File: src/rtl/mc_datapath_p_if.sv
// Bus between the multicycle controller / unified memory and mc_datapath_p.
//   master : controller + memory side (drives control strobes, memdata, mem_valid)
//   slave  : datapath side (drives adr, writedata, instr, pc, zero, fetch status)
interface mc_datapath_p_if #(parameter int XLEN = 8);
  logic            fetch_start;
  logic            mem_valid;
  logic [XLEN-1:0] memdata;
  logic            alusrca;
  logic [1:0]      alusrcb;
  logic [2:0]      alucontrol;
  logic [1:0]      pcsrc;
  logic            pcwrite;
  logic            branch;
  logic            iord;
  logic            regwrite;
  logic            regdst;
  logic            memtoreg;
  logic [XLEN-1:0] adr;
  logic [XLEN-1:0] writedata;
  logic [31:0]     instr;
  logic [XLEN-1:0] pc;
  logic            zero;
  logic            fetch_busy;
  logic            ir_done;

  modport master (
    output fetch_start, mem_valid, memdata, alusrca, alusrcb, alucontrol, pcsrc,
           pcwrite, branch, iord, regwrite, regdst, memtoreg,
    input  adr, writedata, instr, pc, zero, fetch_busy, ir_done
  );

  modport slave (
    input  fetch_start, mem_valid, memdata, alusrca, alusrcb, alucontrol, pcsrc,
           pcwrite, branch, iord, regwrite, regdst, memtoreg,
    output adr, writedata, instr, pc, zero, fetch_busy, ir_done
  );
endinterface

File: src/rtl/mc_datapath_p.sv
// Parametrised multicycle processor datapath with built-in instruction fetch.
// A 32-bit instruction is fetched in BEATS = 32/XLEN memory beats (least
// significant first) while the fetch FSM is in FETCH; pc and register file
// writes are blocked during the fetch.
// Ports:
//   clk, reset : clock, synchronous active-high reset
//   bus        : mc_datapath_p_if.slave -- control strobes and memory read
//                data in; adr, writedata, instr, pc, zero, fetch_busy,
//                ir_done out
module mc_datapath_p #(
  parameter int XLEN = 8,
  parameter int NREG = 8
) (
  input  logic           clk,
  input  logic           reset,
  mc_datapath_p_if.slave bus
);
  localparam int BEATS = 32 / XLEN;
  localparam int BW    = (BEATS > 1) ? $clog2(BEATS) : 1;
  localparam int AW    = $clog2(NREG);

  typedef enum logic {IDLE, FETCH} state_t;

  state_t                       state_q, state_d;
  logic [BW-1:0]                beat_q, beat_d;
  logic [31:0]                  instr_q, instr_d;
  logic [XLEN-1:0]              pc_q, pc_d;
  logic [XLEN-1:0]              a_q, a_d;
  logic [XLEN-1:0]              b_q, b_d;
  logic [XLEN-1:0]              aluout_q, aluout_d;
  logic [XLEN-1:0]              data_q, data_d;
  logic                         ir_done_q, ir_done_d;
  logic [NREG-1:0][XLEN-1:0]    rf_q, rf_d;

  logic                         fetching, last_beat, pc_en;
  logic [AW-1:0]                ra1, ra2, wa;
  logic [XLEN-1:0]              wd, simm, simm_x, jt, srca, srcb, aluresult, nextpc;

  assign fetching  = (state_q == FETCH);
  assign last_beat = (beat_q == BW'(BEATS - 1));

  // Fetch sequencer: each accepted beat lands in its own XLEN slice of instr.
  always_comb begin
    state_d   = state_q;
    beat_d    = beat_q;
    instr_d   = instr_q;
    ir_done_d = 1'b0;
    unique case (state_q)
      IDLE: begin
        if (bus.fetch_start) begin
          state_d = FETCH;
          beat_d  = '0;
        end
      end
      FETCH: begin
        if (bus.mem_valid) begin
          for (int i = 0; i < BEATS; i++)
            if (beat_q == BW'(i)) instr_d[i*XLEN +: XLEN] = bus.memdata;
          if (last_beat) begin
            state_d   = IDLE;
            beat_d    = '0;
            ir_done_d = 1'b1;
          end else begin
            beat_d = beat_q + 1'b1;
          end
        end
      end
    endcase
  end

  // Operand decode; register addresses are truncated to the file size.
  assign ra1    = instr_q[21 +: AW];
  assign ra2    = instr_q[16 +: AW];
  assign wa     = bus.regdst ? instr_q[11 +: AW] : instr_q[16 +: AW];
  assign wd     = bus.memtoreg ? data_q : aluout_q;
  assign simm   = XLEN'({{16{instr_q[15]}}, instr_q[15:0]});
  assign simm_x = simm * XLEN'(BEATS);
  assign jt     = XLEN'({6'b0, instr_q[25:0]} * 32'(BEATS));

  always_comb begin
    srca = bus.alusrca ? a_q : pc_q;
    unique case (bus.alusrcb)
      2'b00:   srcb = b_q;
      2'b01:   srcb = XLEN'(BEATS);
      2'b10:   srcb = simm;
      default: srcb = simm_x;
    endcase
  end

  always_comb begin
    unique case (bus.alucontrol)
      3'b000:  aluresult = srca & srcb;
      3'b001:  aluresult = srca | srcb;
      3'b010:  aluresult = srca + srcb;
      3'b110:  aluresult = srca - srcb;
      3'b111:  aluresult = {{(XLEN-1){1'b0}}, ($signed(srca) < $signed(srcb))};
      default: aluresult = '0;
    endcase
  end

  always_comb begin
    unique case (bus.pcsrc)
      2'b00:   nextpc = aluresult;
      2'b01:   nextpc = aluout_q;
      default: nextpc = jt;
    endcase
  end

  // pcsrc 11 means "hold", so it vetoes both pcwrite and a taken branch.
  assign pc_en = (bus.pcwrite | (bus.branch & bus.zero)) & ~fetching & (bus.pcsrc != 2'b11);

  always_comb begin
    pc_d     = pc_en ? nextpc : pc_q;
    a_d      = rf_q[ra1];
    b_d      = rf_q[ra2];
    aluout_d = aluresult;
    data_d   = (bus.mem_valid && !fetching) ? bus.memdata : data_q;
    rf_d     = rf_q;
    // r0 is never written, so its reset value keeps it reading zero.
    if (bus.regwrite && !fetching && wa != '0) rf_d[wa] = wd;
  end

  always_ff @(posedge clk) begin
    if (reset) begin
      state_q   <= IDLE;
      beat_q    <= '0;
      instr_q   <= '0;
      pc_q      <= '0;
      a_q       <= '0;
      b_q       <= '0;
      aluout_q  <= '0;
      data_q    <= '0;
      ir_done_q <= 1'b0;
      rf_q      <= '0;
    end else begin
      state_q   <= state_d;
      beat_q    <= beat_d;
      instr_q   <= instr_d;
      pc_q      <= pc_d;
      a_q       <= a_d;
      b_q       <= b_d;
      aluout_q  <= aluout_d;
      data_q    <= data_d;
      ir_done_q <= ir_done_d;
      rf_q      <= rf_d;
    end
  end

  assign bus.adr        = fetching ? (pc_q + XLEN'(beat_q)) : (bus.iord ? aluout_q : pc_q);
  assign bus.writedata  = b_q;
  assign bus.instr      = instr_q;
  assign bus.pc         = pc_q;
  assign bus.zero       = (aluresult == '0);
  assign bus.fetch_busy = fetching;
  assign bus.ir_done    = ir_done_q;
endmodule

File: src/flat_wrapper.sv
// flat-port wrapper written by rule: the top's interface ports become plain ports
module mc_datapath_p_flat 
#(
  parameter int XLEN = 8,
  parameter int NREG = 8
)
  (clk, reset, bus_fetch_start, bus_mem_valid, bus_memdata, bus_alusrca, bus_alusrcb, bus_alucontrol, bus_pcsrc, bus_pcwrite, bus_branch, bus_iord, bus_regwrite, bus_regdst, bus_memtoreg, bus_adr, bus_writedata, bus_instr, bus_pc, bus_zero, bus_fetch_busy, bus_ir_done);
  mc_datapath_p_if #(.XLEN(XLEN)) bus_i ();
  input  logic clk;
  input  logic reset;
  input wire logic [$bits(bus_i.fetch_start)-1:0] bus_fetch_start;
  input wire logic [$bits(bus_i.mem_valid)-1:0] bus_mem_valid;
  input wire logic [$bits(bus_i.memdata)-1:0] bus_memdata;
  input wire logic [$bits(bus_i.alusrca)-1:0] bus_alusrca;
  input wire logic [$bits(bus_i.alusrcb)-1:0] bus_alusrcb;
  input wire logic [$bits(bus_i.alucontrol)-1:0] bus_alucontrol;
  input wire logic [$bits(bus_i.pcsrc)-1:0] bus_pcsrc;
  input wire logic [$bits(bus_i.pcwrite)-1:0] bus_pcwrite;
  input wire logic [$bits(bus_i.branch)-1:0] bus_branch;
  input wire logic [$bits(bus_i.iord)-1:0] bus_iord;
  input wire logic [$bits(bus_i.regwrite)-1:0] bus_regwrite;
  input wire logic [$bits(bus_i.regdst)-1:0] bus_regdst;
  input wire logic [$bits(bus_i.memtoreg)-1:0] bus_memtoreg;
  output wire logic [$bits(bus_i.adr)-1:0] bus_adr;
  output wire logic [$bits(bus_i.writedata)-1:0] bus_writedata;
  output wire logic [$bits(bus_i.instr)-1:0] bus_instr;
  output wire logic [$bits(bus_i.pc)-1:0] bus_pc;
  output wire logic [$bits(bus_i.zero)-1:0] bus_zero;
  output wire logic [$bits(bus_i.fetch_busy)-1:0] bus_fetch_busy;
  output wire logic [$bits(bus_i.ir_done)-1:0] bus_ir_done;
  assign bus_i.fetch_start = bus_fetch_start;
  assign bus_i.mem_valid = bus_mem_valid;
  assign bus_i.memdata = bus_memdata;
  assign bus_i.alusrca = bus_alusrca;
  assign bus_i.alusrcb = bus_alusrcb;
  assign bus_i.alucontrol = bus_alucontrol;
  assign bus_i.pcsrc = bus_pcsrc;
  assign bus_i.pcwrite = bus_pcwrite;
  assign bus_i.branch = bus_branch;
  assign bus_i.iord = bus_iord;
  assign bus_i.regwrite = bus_regwrite;
  assign bus_i.regdst = bus_regdst;
  assign bus_i.memtoreg = bus_memtoreg;
  assign bus_adr = bus_i.adr;
  assign bus_writedata = bus_i.writedata;
  assign bus_instr = bus_i.instr;
  assign bus_pc = bus_i.pc;
  assign bus_zero = bus_i.zero;
  assign bus_fetch_busy = bus_i.fetch_busy;
  assign bus_ir_done = bus_i.ir_done;
  mc_datapath_p #(.XLEN(XLEN), .NREG(NREG)) u_core (.clk(clk), .reset(reset), .bus(bus_i));
endmodule
File: config.mk
export PLATFORM = sky130hd
export DESIGN_NAME = mc_datapath_p_flat
export DESIGN_NICKNAME = d
export VERILOG_FILES = /design/src/rtl/mc_datapath_p_if.sv /design/src/rtl/mc_datapath_p.sv /design/src/flat_wrapper.sv
export SDC_FILE = /design/constraint.sdc
export NUM_CORES = 1
export LEC_CHECK = 0
export ABC_CLOCK_PERIOD_IN_PS = 5400
export BUFFER_PORTS_ARGS = -buffer_cell sky130_fd_sc_hd__buf_4
export CAP_MARGIN = 10
export CORE_MARGIN = 3
export CORE_UTILIZATION = 28
export DETAILED_ROUTE_END_ITERATION = 10
export HOLD_SLACK_MARGIN = 0.15
export PLACE_DENSITY = 0.52
export SYNTH_ARGS = -nofsm -noshare
export SYNTH_HDL_FRONTEND = slang
export SYNTH_SLANG_ARGS = --single-unit
File: constraint.sdc
create_clock -name clk -period 5.4 [get_ports clk]
set_clock_uncertainty 0.05 [all_clocks]
set_input_delay 0.81 -clock clk [delete_from_list [all_inputs] [get_ports clk]]
set_output_delay 0.81 -clock clk [all_outputs]
set_load 0.02 [all_outputs]
After elaboration in Yosys (flattened, before gate mapping)

Index checks and enable logic that the tools add are counted.

Add/sub/neg operators: 4
Order comparisons: 5
Equal/unequal tests: 13
Muxes and demuxes: 24
Bitwise gates (word level): 8
Reduce and logical (&&, ||, !) cells: 17

Operators with widths:

| cell               | count |
|---|---|
| $bwmux 64          | 1 |
| $mux 8             | 7 |
| $bmux 8 s3         | 2 |
| $pmux 8 s5         | 1 |
| $demux 8 s3        | 1 |
| $pmux 8 s3         | 1 |
| $pmux 8 s2         | 1 |
| $lt 3x4->1 const B | 3 |
| $reduce_and 3->1   | 4 |
| $add 8x2->8        | 1 |
| $add 8x8->8        | 1 |
| $and 8x8->8        | 1 |
| $logic_not 8->1    | 1 |
| $lt 8x8->1         | 1 |
| $or 8x8->8         | 1 |
| $sub 8x8->8        | 1 |
| $eq 2x1->1 const B | 3 |
| $eq 2x2->1 const B | 3 |
| $eq 3x3->1 const B | 2 |
| $logic_not 2->1    | 3 |
| $mux 2             | 3 |
| $ne 2x2->1 const B | 3 |
| $logic_and 1x1->1  | 4 |
| $mux 1             | 4 |
| other kinds (15)   | 18 |

Register bits after elaboration: 140
Input port bits: 26
Output and inout bits: 59
Logic and storage cells: 91

Logic depth before layout (Yosys ltp)

Depth in word-level cells: 9
Gate-level depth with buffers: 16
Mapped depth without buffers: 14

Worst setup path after synthesis

Ideal clock, no wire load.

Path kind: input -> output
Start: in bus_alusrcb[1]
End: out bus_zero
Arrival: 3.360 ns
Required time: 4.540 ns
Slack: 1.180 ns
Stages: 14
Path buffers: 2
Path through: buf_2 > mux2i_1 > or2_2 > inv_1 > ha_1 > inv_1 > fa_1 > nor2b_1 > o21ai_0 > o2111a_1 > a211oi_1 > nand4_1 > and4bb_1 > buf_6

Cells in the longest elaborated chain, start to end: 5
Elaborated cells between the ends (all ways): 11
Those cells by class: add/sub (2); order compare (1); eq/ne (2); mux (2); bitwise (2); reduce/logical (2)

RTL lines:

| item                                | line                 | source |
|---|---|---|
| from (decl)                         | flat_wrapper.sv:15   | `input wire logic [$bits(bus_i.alusrcb)-1:0] bus_alusrcb;` |
| $eq 2x2->1 (tied with other cells)  | mc_datapath_p.sv:82  | `unique case (bus.alusrcb)` |
| $pmux 8 s3 (*)                      | mc_datapath_p.sv:82  |  |
| $sub 8x8->8 (tied with other cells) | mc_datapath_p.sv:95  | `3'b110: aluresult = srca - srcb;` |
| $pmux 8 s5 (*)                      | mc_datapath_p.sv:91  | `unique case (bus.alucontrol)` |
| $logic_not 8->1 (*)                 | mc_datapath_p.sv:153 | `assign bus.zero = (aluresult == '0);` |
| to (decl)                           | flat_wrapper.sv:28   | `output wire logic [$bits(bus_i.zero)-1:0] bus_zero;` |

Every way passes the cells marked *; elsewhere a longest branch is shown, timed or not.

Final worst setup path

Same ends and word-level chain as after synthesis.

==> metrics.txt <==
# TYPE chip_impl_metric gauge
chip_impl_info{name="status",value="completed"} 1
chip_impl_metric{name="starting_density_of_the_core",unit=""} 0.289
chip_impl_info{name="highest_count_cells_in_the_layout_ignoring_fill_and_taps",value="140 x sky130_fd_sc_hd__dfxtp_1, 129 x sky130_fd_sc_hd__nor2_1, 98 x sky130_fd_sc_hd__buf_4"} 1
chip_impl_info{name="setup.worst_path.start_class",value="input port"} 1
chip_impl_info{name="grt_setup_unrepaired",value="false"} 1
chip_impl_metric{name="post_cts.repair.setup_buffers",unit=""} 0
chip_impl_metric{name="fmax",unit="GHz"} 0.219
chip_impl_metric{name="ff2ff_path_depth",unit=""} 14
chip_impl_metric{name="drt.antenna.violating_nets",unit=""} 0
chip_impl_metric{name="fin_hold_ws",unit="ps"} 404
chip_impl_metric{name="cellLeakagePower",unit="uW"} 0.00336
chip_impl_info{name="setup_crit_path_kind",value="input port to primary output"} 1
chip_impl_metric{name="timing.critical_path.fanout_max",unit=""} 10
chip_impl_metric{name="post_cts_hold_buffer_count",unit=""} 0
chip_impl_metric{name="fin_util",unit=""} 0.345
chip_impl_info{name="main_combinational_cell_family_by_area_after_synthesis",value="compound AO/OA/AOI/OAI gates"} 1
chip_impl_metric{name="number_of_antenna_violations_at_the_first_check_in_global_routing",unit=""} 0
chip_impl_metric{name="htree_num_levels",unit=""} 4
chip_impl_info{name="worstPathCellList",value="buf_4 -> mux2i_1 -> or2_2 -> inv_1 -> ha_1 -> fa_1 -> nor2_1 -> o311ai_0 -> o311ai_0 -> o2bb2ai_1 -> nand4_1 -> and4bb_1 -> buf_4"} 1
chip_impl_metric{name="place.gp.congestion",unit=""} 0.952
chip_impl_metric{name="die_h",unit="um"} 171
chip_impl_metric{name="critPathMaxStageDelay",unit="ps"} 620
chip_impl_metric{name="timing_max_transition_violations_final",unit=""} 0
chip_impl_metric{name="cts-buffers-inserted",unit=""} 17
chip_impl_info{name="critPathSlowestCell",value="sky130_fd_sc_hd__o311ai_0"} 1
chip_impl_info{name="synth_area_leader_cell",value="sky130_fd_sc_hd__dfxtp_1"} 1
chip_impl_metric{name="powerDensity",unit="nW/um2"} 281
chip_impl_metric{name="synthSimpleGateAreaFrac",unit=""} 0.172
chip_impl_metric{name="grt_start_max_net_pins",unit=""} 73
chip_impl_metric{name="vdd_ir_drop_max",unit="mV"} 0.226
chip_impl_metric{name="core",unit="um2"} 26400
chip_impl_metric{name="cts_repair_resize_count",unit=""} 0
chip_impl_metric{name="synth-compound-area-share",unit=""} 0.181
chip_impl_metric{name="fp.dieArea",unit="um2"} 29200
chip_impl_metric{name="port_buffers",unit=""} 84
chip_impl_info{name="clock_tree_from_tritoncts",value="done"} 1
chip_impl_metric{name="antenna_fix_cells",unit=""} 0
chip_impl_info{name="worstHoldStart",value="u_core.bus.instr[8]$_SDFFE_PP0P_"} 1
chip_impl_metric{name="tightestPinTransition",unit="ps"} 1030
chip_impl_metric{name="overall_routed_net_length",unit="um"} 23400
chip_impl_metric{name="syn_inst",unit=""} 845
chip_impl_metric{name="synth_edf_count",unit=""} 0
chip_impl_metric{name="synthToLayoutAreaGrowth",unit="%"} 19.5
chip_impl_metric{name="grt_first_pass_wirelength",unit="um"} 35900
chip_impl_info{name="hold_path.class",value="register to register"} 1
chip_impl_info{name="synth_ff_type",value="sky130_fd_sc_hd__dfxtp_1"} 1
chip_impl_metric{name="synthXorXnorAreaFrac",unit=""} 0.00230
chip_impl_metric{name="worstSkewPairLatency",unit="ps"} 430
chip_impl_info{name="ctsRootBufferMaster",value="sky130_fd_sc_hd__clkbuf_16"} 1
chip_impl_metric{name="syn-mean-instance-area",unit="um2"} 9.02
chip_impl_metric{name="globalRouteTotalUtil",unit=""} 0.161
chip_impl_metric{name="synth_top_area_share",unit=""} 0.368
chip_impl_info{name="worst_r2r_endpoint",value="u_core.bus.pc[4]$_SDFFE_PP0P_"} 1
chip_impl_metric{name="num_rows",unit=""} 59
chip_impl_info{name="synth.top_cells.by_area",value="sky130_fd_sc_hd__dfxtp_1 37%, sky130_fd_sc_hd__mux4_2 9.5%, sky130_fd_sc_hd__a211oi_1 7.2%, sky130_fd_sc_hd__nor2_1 6.4%, sky130_fd_sc_hd__mux2i_1 6.3%"} 1
chip_impl_metric{name="yosys_warnings",unit=""} 0
chip_impl_metric{name="arrival",unit="ps"} 3710
chip_impl_metric{name="finish.net_count",unit=""} 958
chip_impl_metric{name="final-instance-count-excl-fill",unit=""} 1247
chip_impl_metric{name="synth.yosys.seq_area_share",unit=""} 0.368
chip_impl_metric{name="drt-pass1-iter-count",unit=""} 5
chip_impl_metric{name="clk_pin_slew",unit="ps"} 60
chip_impl_metric{name="nets_in_the_synthesized_netlist",unit=""} 904
chip_impl_metric{name="initial_drt_markers",unit=""} 611
chip_impl_metric{name="grt_pass1_vias",unit=""} 6017
chip_impl_metric{name="hold_violations",unit=""} 0
chip_impl_metric{name="finalSetupViolCount",unit=""} 0
chip_impl_metric{name="final.setup.tns",unit="ps"} 0
chip_impl_metric{name="die_w",unit="um"} 171
chip_impl_metric{name="worst_rel_slew_slack",unit=""} 0.310
chip_impl_info{name="r2r-start",value="u_core.bus.instr[0]$_SDFFE_PP0P_"} 1
chip_impl_metric{name="number_of_distinct_library_cells_after_synthesis",unit=""} 65
chip_impl_metric{name="cts.sinks",unit=""} 140
chip_impl_metric{name="finalCritPeriodShare",unit=""} 0.847
chip_impl_metric{name="period_minus_slack",unit="ps"} 4570
chip_impl_metric{name="synthArstFlopShare",unit=""} 0
chip_impl_metric{name="dp.cells",unit=""} 1215
chip_impl_metric{name="synth.ff_latch_count",unit=""} 140
chip_impl_metric{name="finalInstanceArea",unit="um2"} 9110
chip_impl_metric{name="nFillCells",unit=""} 2731
chip_impl_metric{name="worst_hold_path.num_cells",unit=""} 2
chip_impl_metric{name="ff2ff_setup_slack",unit="ps"} 1600
chip_impl_metric{name="io_pins",unit=""} 85
chip_impl_metric{name="yosys.area_share.adder",unit=""} 0.0571
chip_impl_metric{name="clockBufferDepth",unit=""} 2
chip_impl_metric{name="synth.mux.area_fraction",unit=""} 0.169
chip_impl_metric{name="route.detailed.drc",unit=""} 0
chip_impl_metric{name="wl_per_cell",unit="um"} 18.8
chip_impl_metric{name="hpwlAfterDp",unit="um"} 16600
chip_impl_metric{name="detailroute.via_count",unit=""} 6425
chip_impl_info{name="hold_path_end",value="u_core.bus.instr[8]$_SDFFE_PP0P_"} 1
chip_impl_metric{name="post_route_cells_drive_above_1_share",unit=""} 0.198
chip_impl_info{name="endpoint_kind",value="primary output"} 1
chip_impl_metric{name="maxCapViolCount",unit=""} 0
chip_impl_metric{name="synth.cell_area",unit="um2"} 7620
chip_impl_metric{name="grt_remaining_overflow",unit=""} 0
chip_impl_info{name="mostFrequentLayoutCell",value="sky130_fd_sc_hd__dfxtp_1"} 1
chip_impl_metric{name="cell_area_reported_after_detailed_placement",unit="um2"} 8520
chip_impl_metric{name="cp.required",unit="ps"} 4540
chip_impl_metric{name="avgViaCountPerCell",unit=""} 5.15
==> area by class of cell <==
cell class / count / area [um2] / share of cell area
flip-flops and latches: 140 / 2800 / 0.307
well taps: 335 / 419 / 0.0460
inverters: 34 / 128 / 0.0140
clock inverters: 14 / 155 / 0.0170
multi-input cells: 608 / 4440 / 0.487
clock buffers: 18 / 439 / 0.0482
repair buffers: 98 / 736 / 0.0807
==> cell usage after synthesis, types with 13 or more instances <==
cell type,instances
sky130_fd_sc_hd__a211oi_1,73
sky130_fd_sc_hd__dfxtp_1,140
sky130_fd_sc_hd__nand3_1,28
sky130_fd_sc_hd__a21oi_1,51
sky130_fd_sc_hd__mux4_2,32
sky130_fd_sc_hd__nor2b_1,15
sky130_fd_sc_hd__o21ai_0,13
sky130_fd_sc_hd__nor2_1,129
sky130_fd_sc_hd__inv_1,33
sky130_fd_sc_hd__ha_1,30
sky130_fd_sc_hd__nand2b_1,14
sky130_fd_sc_hd__clkbuf_1,45
sky130_fd_sc_hd__nand2_1,67
sky130_fd_sc_hd__mux2i_1,48
==> state kept, by name (all words and copies together), names as in the netlist <==
signal,flops
u_core.bus.instr,32
u_core.bus.writedata,8
u_core.aluout_q,8
u_core.bus.pc,8
u_core.a_q,8
u_core.rf_q,64
u_core.data_q,8
u_core.bus.ir_done,1
u_core.beat_q,2
u_core.bus.fetch_busy,1
==> worst max-delay path: cells and delay by family <==
| family | cells | cell delay (ps) |
|---|---|---|
| AO/OA/AOI/OAI | 3 | 1090 |
| adder cells (fa/ha/maj) | 2 | 490 |
| buffers and inverters | 3 | 400 |
| multiplexers | 1 | 120 |
| AND/OR/NAND/NOR | 4 | 780 |
==> kinds of logic after synthesis <==
family,count (synthesis)
multiplexers,88
XOR/XNOR,2
adder cells (fa/ha/maj),33
AO/OA/AOI/OAI,194
flip-flops,140
buffers and inverters,97
AND/OR/NAND/NOR,291
==> how the worst max path moves through the flow <==
stage,slack [ps],cells past startpoint,endpoint,start
floorplan,1180,14,bus_zero,bus_alusrcb[1]
global placement,920,12,bus_zero,bus_alusrcb[1]
detailed placement,850,12,bus_zero,bus_alusrcb[1]
CTS,850,12,bus_zero,bus_alusrcb[1]
global route,550,12,bus_zero,bus_alusrcb[1]
finish,830,13,bus_zero,bus_alusrcb[1]
==> power breakdown <==
group	switching (uW)	leakage [uW]	internal (uW)
clock network	506	0.000289	665
registers	32.3	0.00113	1050
logic	188	0.00194	118
==> metal layers <==
layer  share of wire  global-route usage  wire length (um)
met4           0.024              0.0588               562
met1            0.47               0.226             11100
met2            0.45               0.250             10600
met5               0                   0                 0
met3           0.053              0.0277              1240
==> through the flow <==
stage	total power (uW)	setup WS, ps
global route	2660	551
finish	2560	827
floorplan	1300	1180
global placement	1410	925
CTS	2580	848
detailed placement	1410	850
(Power assumes the default switching activity.)
